File: src/rtl/fetch_unit_pkg.sv
// rtl/fetch_unit_pkg.sv - shared fetch unit constants: state encoding, operand-count decode, timeout limit
package fetch_unit_pkg;

  // Legacy-compatible 2-bit state encoding
  localparam logic [1:0] ST_IDLE     = 2'd0;
  localparam logic [1:0] ST_REQ      = 2'd1;
  localparam logic [1:0] ST_ADV      = 2'd2;
  localparam logic [1:0] ST_DISPATCH = 2'd3;

  // Number of consecutive unacknowledged REQ cycles that raise fetch_fault
  localparam logic [7:0] TIMEOUT_LIMIT = 8'd255;

  // Instruction as assembled for the decoder
  typedef struct packed {
    logic [7:0]  opcode;
    logic [15:0] operand;
    logic [1:0]  len;
  } instr_t;

  // Operand byte count from opcode[7:6]; the 11 encoding carries no operands
  function automatic logic [1:0] operand_count(input logic [1:0] sel);
    case (sel)
      2'b01:   return 2'd1;
      2'b10:   return 2'd2;
      default: return 2'd0;
    endcase
  endfunction

endpackage

File: src/rtl/fetch_unit_if.sv
// rtl/fetch_unit_if.sv - memory read and decoder handshake bundle for the fetch unit
interface fetch_unit_if;

  logic        mem_req;
  logic [15:0] mem_addr;
  logic [7:0]  mem_rdata;
  logic        mem_ack;

  logic        instr_valid;
  logic        instr_ready;
  logic [7:0]  instr_opcode;
  logic [15:0] instr_operand;
  logic [1:0]  instr_len;

  // Fetch unit side
  modport master (
    output mem_req, mem_addr,
    input  mem_rdata, mem_ack,
    output instr_valid, instr_opcode, instr_operand, instr_len,
    input  instr_ready
  );

  // Memory / decoder side
  modport slave (
    input  mem_req, mem_addr,
    output mem_rdata, mem_ack,
    input  instr_valid, instr_opcode, instr_operand, instr_len,
    output instr_ready
  );

endinterface

File: src/rtl/fetch_unit.sv
// rtl/fetch_unit.sv - byte-serial instruction fetch FSM; FETCH_TIMEOUT_EN adds a sticky memory-timeout fault
module fetch_unit
  import fetch_unit_pkg::*;
(
  input  logic         clk,
  input  logic         reset,
  input  logic         run,
  input  logic [15:0]  pc_in,
  output logic         pc_inc,
  output logic         ir_write,
  output logic [7:0]   bus_data,
  output logic         fetch_fault,
  fetch_unit_if.master bus
);

  logic [1:0] state;
  logic [1:0] byte_idx;   // bytes of the current instruction already advanced past
  logic [7:0] data_q;     // byte captured on the ack cycle, driven out during ADV
  instr_t     instr_q;
  logic       timeout_hit;

`ifdef FETCH_TIMEOUT_EN
  logic [7:0] wait_cnt;
  logic       fault_q;

  assign timeout_hit = (state == ST_REQ) && !bus.mem_ack &&
                       (wait_cnt == TIMEOUT_LIMIT - 8'd1);
  assign fetch_fault = fault_q;

  // Count unacknowledged REQ cycles; latch the fault when the limit is reached
  always_ff @(posedge clk or posedge reset) begin
    if (reset) begin
      wait_cnt <= 8'd0;
      fault_q  <= 1'b0;
    end else if ((state == ST_REQ) && !bus.mem_ack) begin
      wait_cnt <= wait_cnt + 8'd1;
      if (timeout_hit) fault_q <= 1'b1;
    end else begin
      wait_cnt <= 8'd0;
    end
  end
`else
  assign timeout_hit = 1'b0;
  assign fetch_fault = 1'b0;
`endif

  // Fetch sequencing: request a byte, advance the PC, repeat for operands, then dispatch
  always_ff @(posedge clk or posedge reset) begin
    if (reset) begin
      state    <= ST_IDLE;
      byte_idx <= 2'd0;
      data_q   <= 8'h00;
      instr_q  <= '0;
    end else begin
      case (state)
        ST_IDLE: begin
          byte_idx <= 2'd0;
          // A latched fault keeps the unit parked here until reset
          if (run && !fetch_fault) state <= ST_REQ;
        end
        ST_REQ: begin
          if (bus.mem_ack) begin
            data_q <= bus.mem_rdata;
            if (byte_idx == 2'd0) begin
              instr_q.opcode  <= bus.mem_rdata;
              instr_q.operand <= 16'h0000;
              instr_q.len     <= operand_count(bus.mem_rdata[7:6]);
            end else if (byte_idx == 2'd1) begin
              instr_q.operand[7:0] <= bus.mem_rdata;
            end else begin
              instr_q.operand[15:8] <= bus.mem_rdata;
            end
            state <= ST_ADV;
          end else if (timeout_hit) begin
            state <= ST_IDLE;
          end
        end
        ST_ADV: begin
          if (byte_idx == instr_q.len) begin
            state <= ST_DISPATCH;
          end else begin
            byte_idx <= byte_idx + 2'd1;
            state    <= ST_REQ;
          end
        end
        ST_DISPATCH: begin
          if (bus.instr_ready) begin
            byte_idx <= 2'd0;
            state    <= run ? ST_REQ : ST_IDLE;
          end
        end
        default: state <= ST_IDLE;
      endcase
    end
  end

  // State-decoded outputs so reset drops them without waiting for a clock
  assign bus.mem_req       = (state == ST_REQ);
  assign bus.mem_addr      = (state == ST_REQ) ? pc_in : 16'h0000;
  assign pc_inc            = (state == ST_ADV);
  assign ir_write          = (state == ST_ADV) && (byte_idx == 2'd0);
  assign bus_data          = (state == ST_ADV) ? data_q : 8'h00;
  assign bus.instr_valid   = (state == ST_DISPATCH);
  assign bus.instr_opcode  = instr_q.opcode;
  assign bus.instr_operand = instr_q.operand;
  assign bus.instr_len     = instr_q.len;

endmodule
File: src/flat_wrapper.sv
// flat-port wrapper written by rule: the top's interface ports become plain ports
module fetch_unit_flat import fetch_unit_pkg::*;
  (clk, reset, run, pc_in, pc_inc, ir_write, bus_data, fetch_fault, bus_mem_req, bus_mem_addr, bus_mem_rdata, bus_mem_ack, bus_instr_valid, bus_instr_opcode, bus_instr_operand, bus_instr_len, bus_instr_ready);
  fetch_unit_if bus_i ();
  input  logic clk;
  input  logic reset;
  input  logic run;
  input  logic [15:0] pc_in;
  output logic pc_inc;
  output logic ir_write;
  output logic [7:0] bus_data;
  output logic fetch_fault;
  output wire logic [$bits(bus_i.mem_req)-1:0] bus_mem_req;
  output wire logic [$bits(bus_i.mem_addr)-1:0] bus_mem_addr;
  input wire logic [$bits(bus_i.mem_rdata)-1:0] bus_mem_rdata;
  input wire logic [$bits(bus_i.mem_ack)-1:0] bus_mem_ack;
  output wire logic [$bits(bus_i.instr_valid)-1:0] bus_instr_valid;
  output wire logic [$bits(bus_i.instr_opcode)-1:0] bus_instr_opcode;
  output wire logic [$bits(bus_i.instr_operand)-1:0] bus_instr_operand;
  output wire logic [$bits(bus_i.instr_len)-1:0] bus_instr_len;
  input wire logic [$bits(bus_i.instr_ready)-1:0] bus_instr_ready;
  assign bus_mem_req = bus_i.mem_req;
  assign bus_mem_addr = bus_i.mem_addr;
  assign bus_i.mem_rdata = bus_mem_rdata;
  assign bus_i.mem_ack = bus_mem_ack;
  assign bus_instr_valid = bus_i.instr_valid;
  assign bus_instr_opcode = bus_i.instr_opcode;
  assign bus_instr_operand = bus_i.instr_operand;
  assign bus_instr_len = bus_i.instr_len;
  assign bus_i.instr_ready = bus_instr_ready;
  fetch_unit u_core (.clk(clk), .reset(reset), .run(run), .pc_in(pc_in), .pc_inc(pc_inc), .ir_write(ir_write), .bus_data(bus_data), .fetch_fault(fetch_fault), .bus(bus_i));
endmodule
File: config.mk
export PLATFORM = sky130hd
export DESIGN_NAME = fetch_unit_flat
export DESIGN_NICKNAME = d
export VERILOG_FILES = /design/src/rtl/fetch_unit_pkg.sv /design/src/rtl/fetch_unit_if.sv /design/src/rtl/fetch_unit.sv /design/src/flat_wrapper.sv
export SDC_FILE = /design/constraint.sdc
export NUM_CORES = 1
export LEC_CHECK = 0
export CORE_MARGIN = 4
export CORE_UTILIZATION = 30
export CTS_BUF_LIST = sky130_fd_sc_hd__clkbuf_8 sky130_fd_sc_hd__clkbuf_16
export DETAILED_ROUTE_END_ITERATION = 12
export PLACE_DENSITY = 0.71
export SYNTH_ARGS = -nofsm -noshare
export SYNTH_HDL_FRONTEND = slang
export SYNTH_SLANG_ARGS = --single-unit
export TNS_END_PERCENT = 1
File: constraint.sdc
create_clock -name clk -period 1.5 [get_ports clk]
set_input_delay 0.3 -clock clk [delete_from_list [all_inputs] [get_ports clk]]
set_output_delay 0.3 -clock clk [all_outputs]
set_load 0.1 [all_outputs]
Word level (Yosys, flattened, before mapping). Cells that the tools add are included.

Register bits after elaboration: 38. Bits of input ports: 29. Output and inout port bits: 55. Word-level logic and storage cells: 46.

Add/subtract/negate cells: 1. Equal/unequal tests: 12. Mux-type cells: 15. Reductions and logical operators: 11.

Operator list (number): $mux 16 (2); $mux 8 (3); $reduce_and 3->1 (5); $mux 2 (6); $pmux 2 s4 (1); $eq 2x1->1 const B (3); $eq 2x2->1 const B (3); $ne 2x2->1 const B (3); $pmux 2 s3 (1); $logic_not 2->1 (2); $ne 2x1->1 const B (2); $pmux 2 s2 (1); $reduce_bool 3->1 (1); $add 2x1->2 const B (1); $eq 2x2->1 (1); $reduce_and 2->1 (1); $reduce_bool 2->1 (1); $logic_and 1x1->1 (1); $mux 1 (1).

Logic depth before layout (Yosys ltp).
Word-level depth: 3. Depth in mapped cells: 6. Gate-level depth less buffers: 5.

Worst setup path after synthesis. OpenSTA, ideal clock, no wires.

Path kind: register to output. From: reg u_core.state[0]. To: out bus_data[0]. Arrival time: 2.595 ns. Required time: 1.200 ns. Slack: -1.395 ns. Cell stages (with the launch flop): 6. Buffers on the path: 2. Cells stage by stage: dfrtp_1 > buf_4 > nand2b_1 > inv_1 > clkbuf_1 > and2_1.

Longest elaborated chain between the ends: 2.

Ends and longest elaborated chain: start, declared (line fetch_unit.sv:16) `logic [1:0] state;`; start signal, assigned (line fetch_unit.sv:89) `state <= run ? ST_REQ : ST_IDLE;`; $eq 2x2->1; via pc_inc (line flat_wrapper.sv:9) `output logic pc_inc;`; $mux 8 (line fetch_unit.sv:102) `assign bus_data = (state == ST_ADV) ? data_q : 8'h00;`; end, declared (line flat_wrapper.sv:11) `output logic [7:0] bus_data;`.

The timed path passes the listed nets, and every way through them passes these cells.

Worst setup path in the final report.
From: reg u_core.state[1]. To: out bus_data[7].

Longest elaborated chain between the ends: 2.

Ends and longest elaborated chain (line): $eq 2x2->1 (fetch_unit.sv:102); $mux 8 (fetch_unit.sv:102).

Every way passes these cells.

==> flow_summary.ini <==
[cells_and_area]
antennaDiodeCount = 0
syn2layout_area_growth_pct = 102
nFillCells = 439
nets = 298
regArea_sq_um = 955
multi_input_area_sq_um = 880
drive_gt1_share_pct = 51.9

[setup_path]
cpPeakStageDelay_ns = 0.45
cpMaxStageDelayCell = dfrtp_2
cp-start-kind = flop
crit_fanout = 6
reg2regPathDepth = 6
cp.arrival_ns = 1.41
endpoint_kind = output pin
worst-setup-path-type = reg -> out
crit_required_ns = 1.20
path_cells = nand2b_4 > clkinvlp_4 > and2_4 > buf_12

[clock_network]
ctsHtreeMaxLevel = 2
cts_buffers = 5
clk_latency_ns = 0.29
clk_pin_slew_ns = 0.07
clock_path_buffers = 2
cts_root_buffer = clkbuf_8
cts_hold_repair.buffers = 0
cts_tree = yes
clkSinkCount = 38

[drt]
routed_wl_um = 5180
ant_nets = 0
vias = 1585
drc = 0
wl_per_cell_um = 15.1
drtPass1Iterations = 4
drt_iter0_markers = 112
viasPerCell = 4.62

[timing]
max_freq_mhz = 584
skew_ns = 0.00436
rsz0062_at_grt = yes
min_period_over_period_pct = 114
slew_violations = 0
finalHoldViolations = 0
whs_ns = 0.360
fin_crit_ns = 1.71
setup-violations-final = 30
fin_ws_ns = -0.211

[yosys]
synth_edf_count = 0
synth_top_cell_by_area = dfrtp_1
synth.distinct_cells = 28
synth-seq-cells = 38
ys_top_cells_by_area = dfrtp_1 53%, mux2_2 10%, and2_1 9.0%, o21ai_0 4.4%, nand2b_1 3.8%
synth_top_area_share_pct = 52.6
yosysWarnings = 0
async_flop_share_pct = 100
ys_seq_area_share_pct = 52.6
synthFlopType = dfrtp_1
ys_top_cells_by_count = 38 x dfrtp_1, 26 x and2_1, 16 x mux2_2, 16 x o21ai_0, 12 x nand2_1
yosysMostFrequentCell = dfrtp_1
syn-num-nets = 194
synth.avg_cell_area_sq_um = 11.1
synth_area_sq_um = 1810
syn_inst = 163

[placement]
pre_cts_slack_ns = -0.204
io_buffers = 82
hpwlAfterDp_um = 3990
place_congestion = 0.808

[run_status]
status = complete, but fails checks
violations = negative setup slack

[floorplan]
start_util_pct = 30.7
dieWidth_um = 85.6
coreArea_sq_um = 5890
num_rows = 28
fp.dieArea_sq_um = 7330
die_h_um = 85.6
ios = 84

[hold_path]
hp-class = in -> async

[global_routing]
grtUsageTotal_pct = 15.0
grt_max_degree = 39
grt_pass1_vias = 1734
grt-ovfl-total = 0
grt_pass1_wl_um = 8610
antenna_found_initial = 0

[flow_run]
drv_cap = 0
## worst max-delay path: cells and delay by family, from the launching register on
| family | cells | cell delay (ns) |
|---|---|---|
| DFF | 1 | 0.45 |
| and+or+nand+nor | 2 | 0.32 |
| buffers and inverters | 2 | 0.35 |
## logic make-up after synthesis
logic type	Yosys count	share of synthesized area (%)
other cells	1	0.207
mux	17	10.5
fa+ha+maj	2	1.38
compound gates	27	9.55
flops	38	52.6
xor+xnor	2	0.969
buf+inv	15	3.81
simple gates	61	21.0
## sequential cells by signal (all words and copies together) (netlist names)
name / cells
u_core.bus.instr_operand: 16
u_core.bus.instr_opcode: 8
u_core.data_q: 8
u_core.bus.instr_len: 2
u_core.byte_idx: 2
u_core.state: 2
## worst paths after layout
kind                                  startpoint                     endpoint  slack (ns)
worst max-delay path             u_core.state[1]                  bus_data[7]       -0.21
worst min-delay path                       reset  u_core.bus.instr_operand[8]        0.36
worst max register to register   u_core.state[1]           u_core.byte_idx[1]       -0.04
max in group asynchronous                  reset              u_core.state[1]        0.93
worst min register to register  u_core.data_q[6]             u_core.data_q[6]        0.52
min in group clk                u_core.data_q[6]             u_core.data_q[6]        0.52
## placed cells by master (no fill, tap or decap), types with 2 or more instances in the layout
master and n:
dfrtp_2 3, nand2b_1 10, buf_4 19, a22o_1 6
mux2_2 16, xnor2_1 2, clkdlybuf4s50_1 28, dfrtp_1 35
clkinvlp_4 2, nor2_1 2, nand2_1 12, inv_1 5
nand4_1 3, and2_4 26, clkbuf_8 6, a32o_1 2
buf_12 55, buf_6 4, o21ai_0 16, ha_2 2
## per-stage QoR
step	setup TNS (ns)	utilization [%]	cell area [sq um]	cells
global route	-6.98	61.9	3640	343
finish	-4.96	61.9	3640	343
floorplan	-3.56	-	1900	163
detailed placement	-4.21	58.1	3420	328
global placement	-2.67	58.1	3420	328
CTS	-5.06	61.8	3640	343
## per-layer routing
layer	part of all wire (%)	routed length (um)	up-vias	global-route usage (%)
li1	-	-	761	-
met2	54	2780	50	28.1
met4	1.0	53	0	3.88
met5	0	0	-	0
met1	41	2100	769	17.4
met3	4.8	247	5	2.98
## layout make-up
| cell class | instances | area share [%] |
|---|---|---|
| inverter | 5 | 0.618 |
| tap | 75 | 2.58 |
| timing repair inverter | 1 | 0.206 |
| sequential | 38 | 26.2 |
| clock inverter | 2 | 0.927 |
| clock buffer | 6 | 2.27 |
| timing repair buffer | 106 | 43.1 |
| multi-input combinational | 110 | 24.1 |
## timing repair
item | in CTS | in global routing
gates resized for setup | 23 | 1
setup buffers | 4 | 0
setup endpoints to repair | 39 | 40
pin swaps | 18 | 6
gates cloned | 3 | 0
Power is left out: the tool's default activity adds up to more than one toggle a clock period on the data nets, which glitch-free logic cannot reach.
